## src/rtl/shift_normalizer_pkg.sv

```systemverilog
// Shared types and constants for the normalizer and the datapath shifter's shift-order encoding.
// Latency: n/a (package).
// Backpressure: n/a (package).
// Contents: shift-type codes, shift-order field positions, FSM state encoding, shift-order builder.
package shift_pkg;

    localparam int DATA_W = 32;
    localparam int AMT_W  = 5;

    // Shift-type codes as understood by the datapath shifter.
    localparam logic [1:0] SHT_LSL = 2'b00;
    localparam logic [1:0] SHT_LSR = 2'b01;
    localparam logic [1:0] SHT_ASR = 2'b10;
    localparam logic [1:0] SHT_ROR = 2'b11;

    // Shift-order byte layout: [7:3] amount, [2:1] type, [0] register-amount select.
    localparam int SO_AMT_HI  = 7;
    localparam int SO_AMT_LO  = 3;
    localparam int SO_TYPE_HI = 2;
    localparam int SO_TYPE_LO = 1;
    localparam int SO_REG     = 0;

    typedef enum logic [1:0] {
        ST_IDLE = 2'd0,
        ST_RUN  = 2'd1,
        ST_DONE = 2'd2
    } norm_state_t;

    // Builds an immediate-amount shift order.
    function automatic logic [7:0] make_order(input logic [AMT_W-1:0] amt, input logic [1:0] sht);
        logic [7:0] o;
        o                        = '0;
        o[SO_AMT_HI:SO_AMT_LO]   = amt;
        o[SO_TYPE_HI:SO_TYPE_LO] = sht;
        o[SO_REG]                = 1'b0;
        return o;
    endfunction

endpackage

```

## src/rtl/shift_normalizer_if.sv

```systemverilog
// Request/result bundle between a requester and the shift normalizer.
// Latency: n/a (wires only).
// Backpressure: none; requester watches busy, start is ignored while busy.
// Signals: start/in_data(/dir) toward the normalizer; busy/done/norm_data/shamt/zero/shift_order back.
// Optional: SHIFT_NORM_RIGHT_EN adds the dir request bit.
interface shift_normalizer_if;
    import shift_pkg::*;

    logic              start;
    logic [DATA_W-1:0] in_data;
`ifdef SHIFT_NORM_RIGHT_EN
    logic              dir;
`endif
    logic              busy;
    logic              done;
    logic [DATA_W-1:0] norm_data;
    logic [AMT_W-1:0]  shamt;
    logic              zero;
    logic [7:0]        shift_order;

    modport master (
        output start, in_data,
`ifdef SHIFT_NORM_RIGHT_EN
        output dir,
`endif
        input  busy, done, norm_data, shamt, zero, shift_order
    );

    modport slave (
        input  start, in_data,
`ifdef SHIFT_NORM_RIGHT_EN
        input  dir,
`endif
        output busy, done, norm_data, shamt, zero, shift_order
    );

endinterface

```

## src/rtl/shift_normalizer_step.sv

```systemverilog
// One normalization step: decides whether the work value is finished and how far to shift it next.
// Latency: combinational.
// Backpressure: none.
// Ports: work/dir in; next_work, step_amt (0, 1 or STEP), fin out.
module shift_norm_step
    import shift_pkg::*;
#(
    parameter int STEP = 1
) (
    input  logic [DATA_W-1:0] work,
    input  logic              dir,
    output logic [DATA_W-1:0] next_work,
    output logic [AMT_W-1:0]  step_amt,
    output logic              fin
);

    localparam logic [AMT_W-1:0] STEP_AMT = AMT_W'(STEP);

    // Take a full STEP only when it cannot overshoot the first set bit;
    // otherwise fall back to single-bit steps for the remainder.
    always_comb begin
        next_work = work;
        step_amt  = '0;
        fin       = 1'b0;
        if (dir) begin
            if (work[0]) begin
                fin = 1'b1;
            end else if (work[STEP-1:0] == '0) begin
                next_work = work >> STEP;
                step_amt  = STEP_AMT;
            end else begin
                next_work = work >> 1;
                step_amt  = AMT_W'(1);
            end
        end else begin
            if (work[DATA_W-1]) begin
                fin = 1'b1;
            end else if (work[DATA_W-1 -: STEP] == '0) begin
                next_work = work << STEP;
                step_amt  = STEP_AMT;
            end else begin
                next_work = work << 1;
                step_amt  = AMT_W'(1);
            end
        end
    end

endmodule

```

## src/rtl/shift_normalizer.sv

```systemverilog
// Multi-cycle normalizer: shifts a 32-bit operand until its leading (or trailing) bit is set, reports the shift.
// Latency: done at T+2+floor(z/STEP)+(z mod STEP) after start accepted at T; T+1 for a zero operand.
// Backpressure: start only sampled in IDLE; ignored while busy. Results hold until the next done.
// Ports: clk, rst_n (async active-low), bus (slave): start/in_data[/dir] in; busy/done/norm_data/shamt/zero/shift_order out.
// Optional: SHIFT_NORM_RIGHT_EN adds dir; dir=1 strips trailing zeros with a logical right shift.
module shift_normalizer
    import shift_pkg::*;
#(
    parameter int STEP = 1   // 1, 2 or 4
) (
    input  logic              clk,
    input  logic              rst_n,
    shift_normalizer_if.slave bus
);

    norm_state_t       state_q, state_d;
    logic [DATA_W-1:0] work_q;
    logic [AMT_W-1:0]  count_q;
    logic              dir_q;
    logic              dir_in;

    logic [DATA_W-1:0] norm_q;
    logic [AMT_W-1:0]  shamt_q;
    logic              zero_q;
    logic [1:0]        type_q;

    logic [DATA_W-1:0] next_work;
    logic [AMT_W-1:0]  step_amt;
    logic              fin;

`ifdef SHIFT_NORM_RIGHT_EN
    assign dir_in = bus.dir;
`else
    assign dir_in = 1'b0;
`endif

    shift_norm_step #(.STEP(STEP)) u_step (
        .work      (work_q),
        .dir       (dir_q),
        .next_work (next_work),
        .step_amt  (step_amt),
        .fin       (fin)
    );

    always_ff @(posedge clk or negedge rst_n) begin
        if (!rst_n) begin
            state_q <= ST_IDLE;
        end else begin
            state_q <= state_d;
        end
    end

    always_comb begin
        state_d = state_q;
        case (state_q)
            ST_IDLE: begin
                if (bus.start) begin
                    state_d = (bus.in_data == '0) ? ST_DONE : ST_RUN;
                end
            end
            ST_RUN:  if (fin) state_d = ST_DONE;
            ST_DONE: state_d = ST_IDLE;
            default: state_d = ST_IDLE;
        endcase
    end

    always_ff @(posedge clk or negedge rst_n) begin
        if (!rst_n) begin
            work_q  <= '0;
            count_q <= '0;
            dir_q   <= 1'b0;
            norm_q  <= '0;
            shamt_q <= '0;
            zero_q  <= 1'b0;
            type_q  <= SHT_LSL;
        end else begin
            case (state_q)
                ST_IDLE: begin
                    if (bus.start) begin
                        if (bus.in_data != '0) begin
                            work_q  <= bus.in_data;
                            count_q <= '0;
                            dir_q   <= dir_in;
                        end else begin
                            // Zero operand skips RUN; shift order reads as "no shift".
                            norm_q  <= '0;
                            shamt_q <= '0;
                            zero_q  <= 1'b1;
                            type_q  <= SHT_LSL;
                        end
                    end
                end
                ST_RUN: begin
                    if (fin) begin
                        norm_q  <= work_q;
                        shamt_q <= count_q;
                        zero_q  <= 1'b0;
                        type_q  <= dir_q ? SHT_LSR : SHT_LSL;
                    end else begin
                        // Nonzero operand has at most 31 zeros, so count cannot wrap.
                        work_q  <= next_work;
                        count_q <= count_q + step_amt;
                    end
                end
                default: ;
            endcase
        end
    end

    assign bus.busy        = (state_q != ST_IDLE);
    assign bus.done        = (state_q == ST_DONE);
    assign bus.norm_data   = norm_q;
    assign bus.shamt       = shamt_q;
    assign bus.zero        = zero_q;
    assign bus.shift_order = make_order(shamt_q, type_q);

endmodule

```

## src/flat_wrapper.sv

```systemverilog
// flat-port wrapper written by rule: the top's interface ports become plain ports
module shift_normalizer_flat import shift_pkg::*;
#(
    parameter int STEP = 1               
)
  (clk, rst_n, bus_start, bus_in_data, bus_busy, bus_done, bus_norm_data, bus_shamt, bus_zero, bus_shift_order);
  shift_normalizer_if bus_i ();
  input  logic clk;
  input  logic rst_n;
  input wire logic [$bits(bus_i.start)-1:0] bus_start;
  input wire logic [$bits(bus_i.in_data)-1:0] bus_in_data;
  output wire logic [$bits(bus_i.busy)-1:0] bus_busy;
  output wire logic [$bits(bus_i.done)-1:0] bus_done;
  output wire logic [$bits(bus_i.norm_data)-1:0] bus_norm_data;
  output wire logic [$bits(bus_i.shamt)-1:0] bus_shamt;
  output wire logic [$bits(bus_i.zero)-1:0] bus_zero;
  output wire logic [$bits(bus_i.shift_order)-1:0] bus_shift_order;
  assign bus_i.start = bus_start;
  assign bus_i.in_data = bus_in_data;
  assign bus_busy = bus_i.busy;
  assign bus_done = bus_i.done;
  assign bus_norm_data = bus_i.norm_data;
  assign bus_shamt = bus_i.shamt;
  assign bus_zero = bus_i.zero;
  assign bus_shift_order = bus_i.shift_order;
  shift_normalizer #(.STEP(STEP)) u_core (.clk(clk), .rst_n(rst_n), .bus(bus_i));
endmodule
```

## config.mk

```make
export PLATFORM = sky130hd
export DESIGN_NAME = shift_normalizer_flat
export DESIGN_NICKNAME = d
export VERILOG_FILES = /design/src/rtl/shift_normalizer_pkg.sv /design/src/rtl/shift_normalizer_if.sv /design/src/rtl/shift_normalizer_step.sv /design/src/rtl/shift_normalizer.sv /design/src/flat_wrapper.sv
export SDC_FILE = /design/constraint.sdc
export NUM_CORES = 1
export LEC_CHECK = 0
export ABC_AREA = 0
export CORE_ASPECT_RATIO = 1.25
export CORE_UTILIZATION = 54
export CTS_CLUSTER_SIZE = 30
export DETAILED_ROUTE_END_ITERATION = 10
export GPL_TIMING_DRIVEN = 1
export PLACE_DENSITY = 0.79
export SYNTH_ARGS = -nofsm -noshare
export SYNTH_HDL_FRONTEND = slang
export SYNTH_HIERARCHICAL = 1
export SYNTH_SLANG_ARGS = --single-unit
```

## constraint.sdc

```tcl
create_clock -name clk -period 2.09 [get_ports clk]
set_input_delay 0.209 -clock clk [delete_from_list [all_inputs] [get_ports clk]]
set_output_delay 0.209 -clock clk [all_outputs]
set_load 0.05 [all_outputs]
```

==> run_results.csv <==
group,metric,value,unit
clock_tree,cts_sinks,77,
routing,drtAntennaViolNets,0,
logic_synthesis,yosysSeqAreaShare,38.8,%
layout,final_layout_size_suffix_gt1_share,21.5,%
grt,gr-usage-all-layers,26.1,%
grt,grt-ovfl-total,0,
layout,nets,570,
routing,routed_wirelength,11500,µm
critical_path,worstPathCellList,"mux2i_4 -> inv_1 -> nand2b_1 -> a21oi_2 -> o31ai_4 -> buf_4 -> buf_4 -> a22o_1",
logic_synthesis,async_reset_ff_share,100,%
die,start_util,56.5,%
layout,layout_commonest_cell,"mux2i_1",
grt,grt_max_degree,42,
power_and_ir_drop,power,11400,µW
die,die_x,87.8,µm
timing,finalWorstSetupSlack,90.0,ps
critical_path,worst-path-buf-inv,3,
timing,slew_violations,0,
job,cap_violations,0,
logic_synthesis,synth.distinct_cells,38,
grt,grt_pass1_wl,19100,µm
critical_path,critPathMostFrequentCell,"buf_4",
critical_path,regToRegStartpoint,"u_core/work_q[31]",
place,hpwl,7750,µm
timing,fin_tns_setup,0,ps
clock_tree,cts_buffers,9,
clock_tree,cts_buffer_depth,2,
logic_synthesis,synth_ff_type,"dfrtp_1",
timing,finalHoldViolCount,0,
critical_path,required,2340,ps
critical_path,critPathKind,"reg -> reg",
routing,vias_per_cell,5.77,
layout,syn_to_final_growth,24.9,%
die,core.rowCount,38,
die,die_h,109,µm
logic_synthesis,synthCells,446,
clock_tree,clock_latency,360,ps
routing,drc,0,
critical_path,critPathMaxStageDelay,440,ps
critical_path,critPathLaunchType,"register",
timing,slew_headroom,61.9,%
clock_tree,cts_tree,"yes",
critical_path,crit_start,"u_core/work_q[31]",
layout,diodes,0,
logic_synthesis,syn_avg_cell_area,11.1,µm²
timing,finalSetupViolCount,0,
layout,final.fill_count,661,
clock_tree,cts-root-buf,"clkbuf_8",
place,place_ws,-301,ps
clock_tree,post_cts_buffers,0,
logic_synthesis,synth_area,4970,µm²
clock_tree,path_clk_slew,90,ps
timing,max_freq,0.500,GHz
timing,tightest_slew,572,ps
die,core_area,8800,µm²
routing,first_pass_iters,5,
timing,period_needed,2000,ps
logic_synthesis,synth_edf_count,0,
critical_path,worstPathMaxFanout,8,
timing,clock_skew,11.7,ps
logic_synthesis,yosysWarningCount,6,
routing,drt_iter0_drc,216,
grt,grt_antenna_before_repair,0,
place,routabilityCongestion,0.782,
critical_path,endpoint_kind,"register",
routing,wl_per_cell,17.6,µm
grt,grt_pass1_vias,3877,
critical_path,path_delay_family,"compound AO/OA/AOI/OAI gates",
layout,utilization,70.6,%
die,pin_count,83,
status,status,"finished clean",
critical_path,critPathSlowestCell,"dfrtp_2",
layout,stdcell_count,655,
power_and_ir_drop,p_leak,0.00275,µW
hold_path,hold_path.class,"in -> async",
layout,most-common-layout-cells,"mux2i_1, clkdlybuf4s50_1, dfrtp_1",
timing,period_share,95.7,%
power_and_ir_drop,peakVddDrop,1220,µV
place,io_buffer_count,79,
logic_synthesis,ys_seq_elements,77,
die,dieArea,9590,µm²
place,place_inst,638,
power_and_ir_drop,p_per_area,1830,nW/µm²
clock_tree,cts_max_level,3,
critical_path,crit_arrival,2250,ps
routing,vias,3777,
==> logic make-up after synthesis <==
kind of cell	count (synthesis)	share of synthesized area (%)
other	2	0.151
flip-flops	77	38.8
XOR/XNOR	4	0.705
AND/OR/NAND/NOR	62	7.60
adder cells (fa/ha/maj)	5	1.41
multiplexers	147	31.5
buffers and inverters	54	7.25
AO/OA/AOI/OAI	95	12.6
==> report_power, final <==
part | switching [µW] | leakage (µW) | total (µW) | internal (µW)
Sequential | 843 | 0.000867 | 3070 | 2230
Clock | 572 | 0.000120 | 1310 | 740
Combinational | 3730 | 0.00177 | 6980 | 3240
==> cell usage after synthesis, types with 2 or more instances <==
| library cell | instances | area (µm²) |
|---|---|---|
| a21o_1 | 3 | 22.5 |
| a21oi_1 | 6 | 30.0 |
| a22o_1 | 5 | 43.8 |
| a22oi_1 | 37 | 278 |
| buf_2 | 9 | 45.0 |
| buf_4 | 16 | 120 |
| buf_6 | 8 | 90.1 |
| buf_8 | 2 | 30.0 |
| clkbuf_1 | 12 | 45.0 |
| conb_1 | 2 | 7.51 |
| dfrtp_1 | 77 | 1930 |
| ha_1 | 4 | 50.1 |
| inv_1 | 6 | 22.5 |
| mux2_1 | 14 | 158 |
| mux2_2 | 50 | 563 |
| mux2i_1 | 82 | 821 |
| nand2_1 | 2 | 7.51 |
| nand2b_1 | 40 | 250 |
| nand4_1 | 2 | 12.5 |
| nor2_1 | 3 | 11.3 |
| nor2b_1 | 3 | 18.8 |
| nor4_1 | 8 | 50.1 |
| o21ai_0 | 37 | 185 |
| o221ai_1 | 2 | 17.5 |
| xnor2_1 | 2 | 17.5 |
| xor2_1 | 2 | 17.5 |
==> what timing repair did <==
item                                    in CTS  in global routing
hold buffers                                 1                  0
resized for setup                            0                  4
endpoints found under the hold margin       39                  0
endpoints found under the setup margin       0                 25
==> cell type report <==
cell class / instances / area, µm² / share of cell area, %
multi-input cells: 321 / 2740 / 44.1
flip-flops and latches: 77 / 1930 / 31.1
repair buffers: 115 / 1130 / 18.3
clock buffers: 11 / 151 / 2.44
well taps: 120 / 150 / 2.42
clock inverters: 5 / 82.6 / 1.33
inverters: 6 / 22.5 / 0.363
==> through the flow <==
step                      hold slack (ps)  cell area, µm²
after floorplan                     -86.6            4990
after global routing                  428            6210
after CTS                             384            6190
final                                 359            6210
after detailed placement              246            5940
after global placement                233            5940
==> flip-flops by register name (all words and copies together) (netlist names) <==
register	flops
u_core/bus.norm_data	32
u_core/bus.shamt	5
u_core/bus.zero	1
u_core/count_q	5
u_core/state_q	2
u_core/work_q	32
==> metal layers <==
layer / part of all wire, % / track usage (%)
met1: 45 / 34.5
met2: 50 / 42.7
met3: 4.0 / 4.31
met4: 1.6 / 9.60
met5: 0 / 0
==> final timing paths <==
kind                                       endpoint  slack (ps)  cells after the start
setup / recovery                  u_core/count_q[3]          90                      8
hold / removal             u_core/bus.norm_data[17]         360                      2
setup reg to reg                  u_core/count_q[3]          90                      8
hold reg to reg             u_core/bus.norm_data[3]         540                      2
max in group asynchronous   u_core/bus.norm_data[9]        1100                      3
min in group clk            u_core/bus.norm_data[3]         540                      2
No activity file was read; power rests on OpenSTA's default activity.
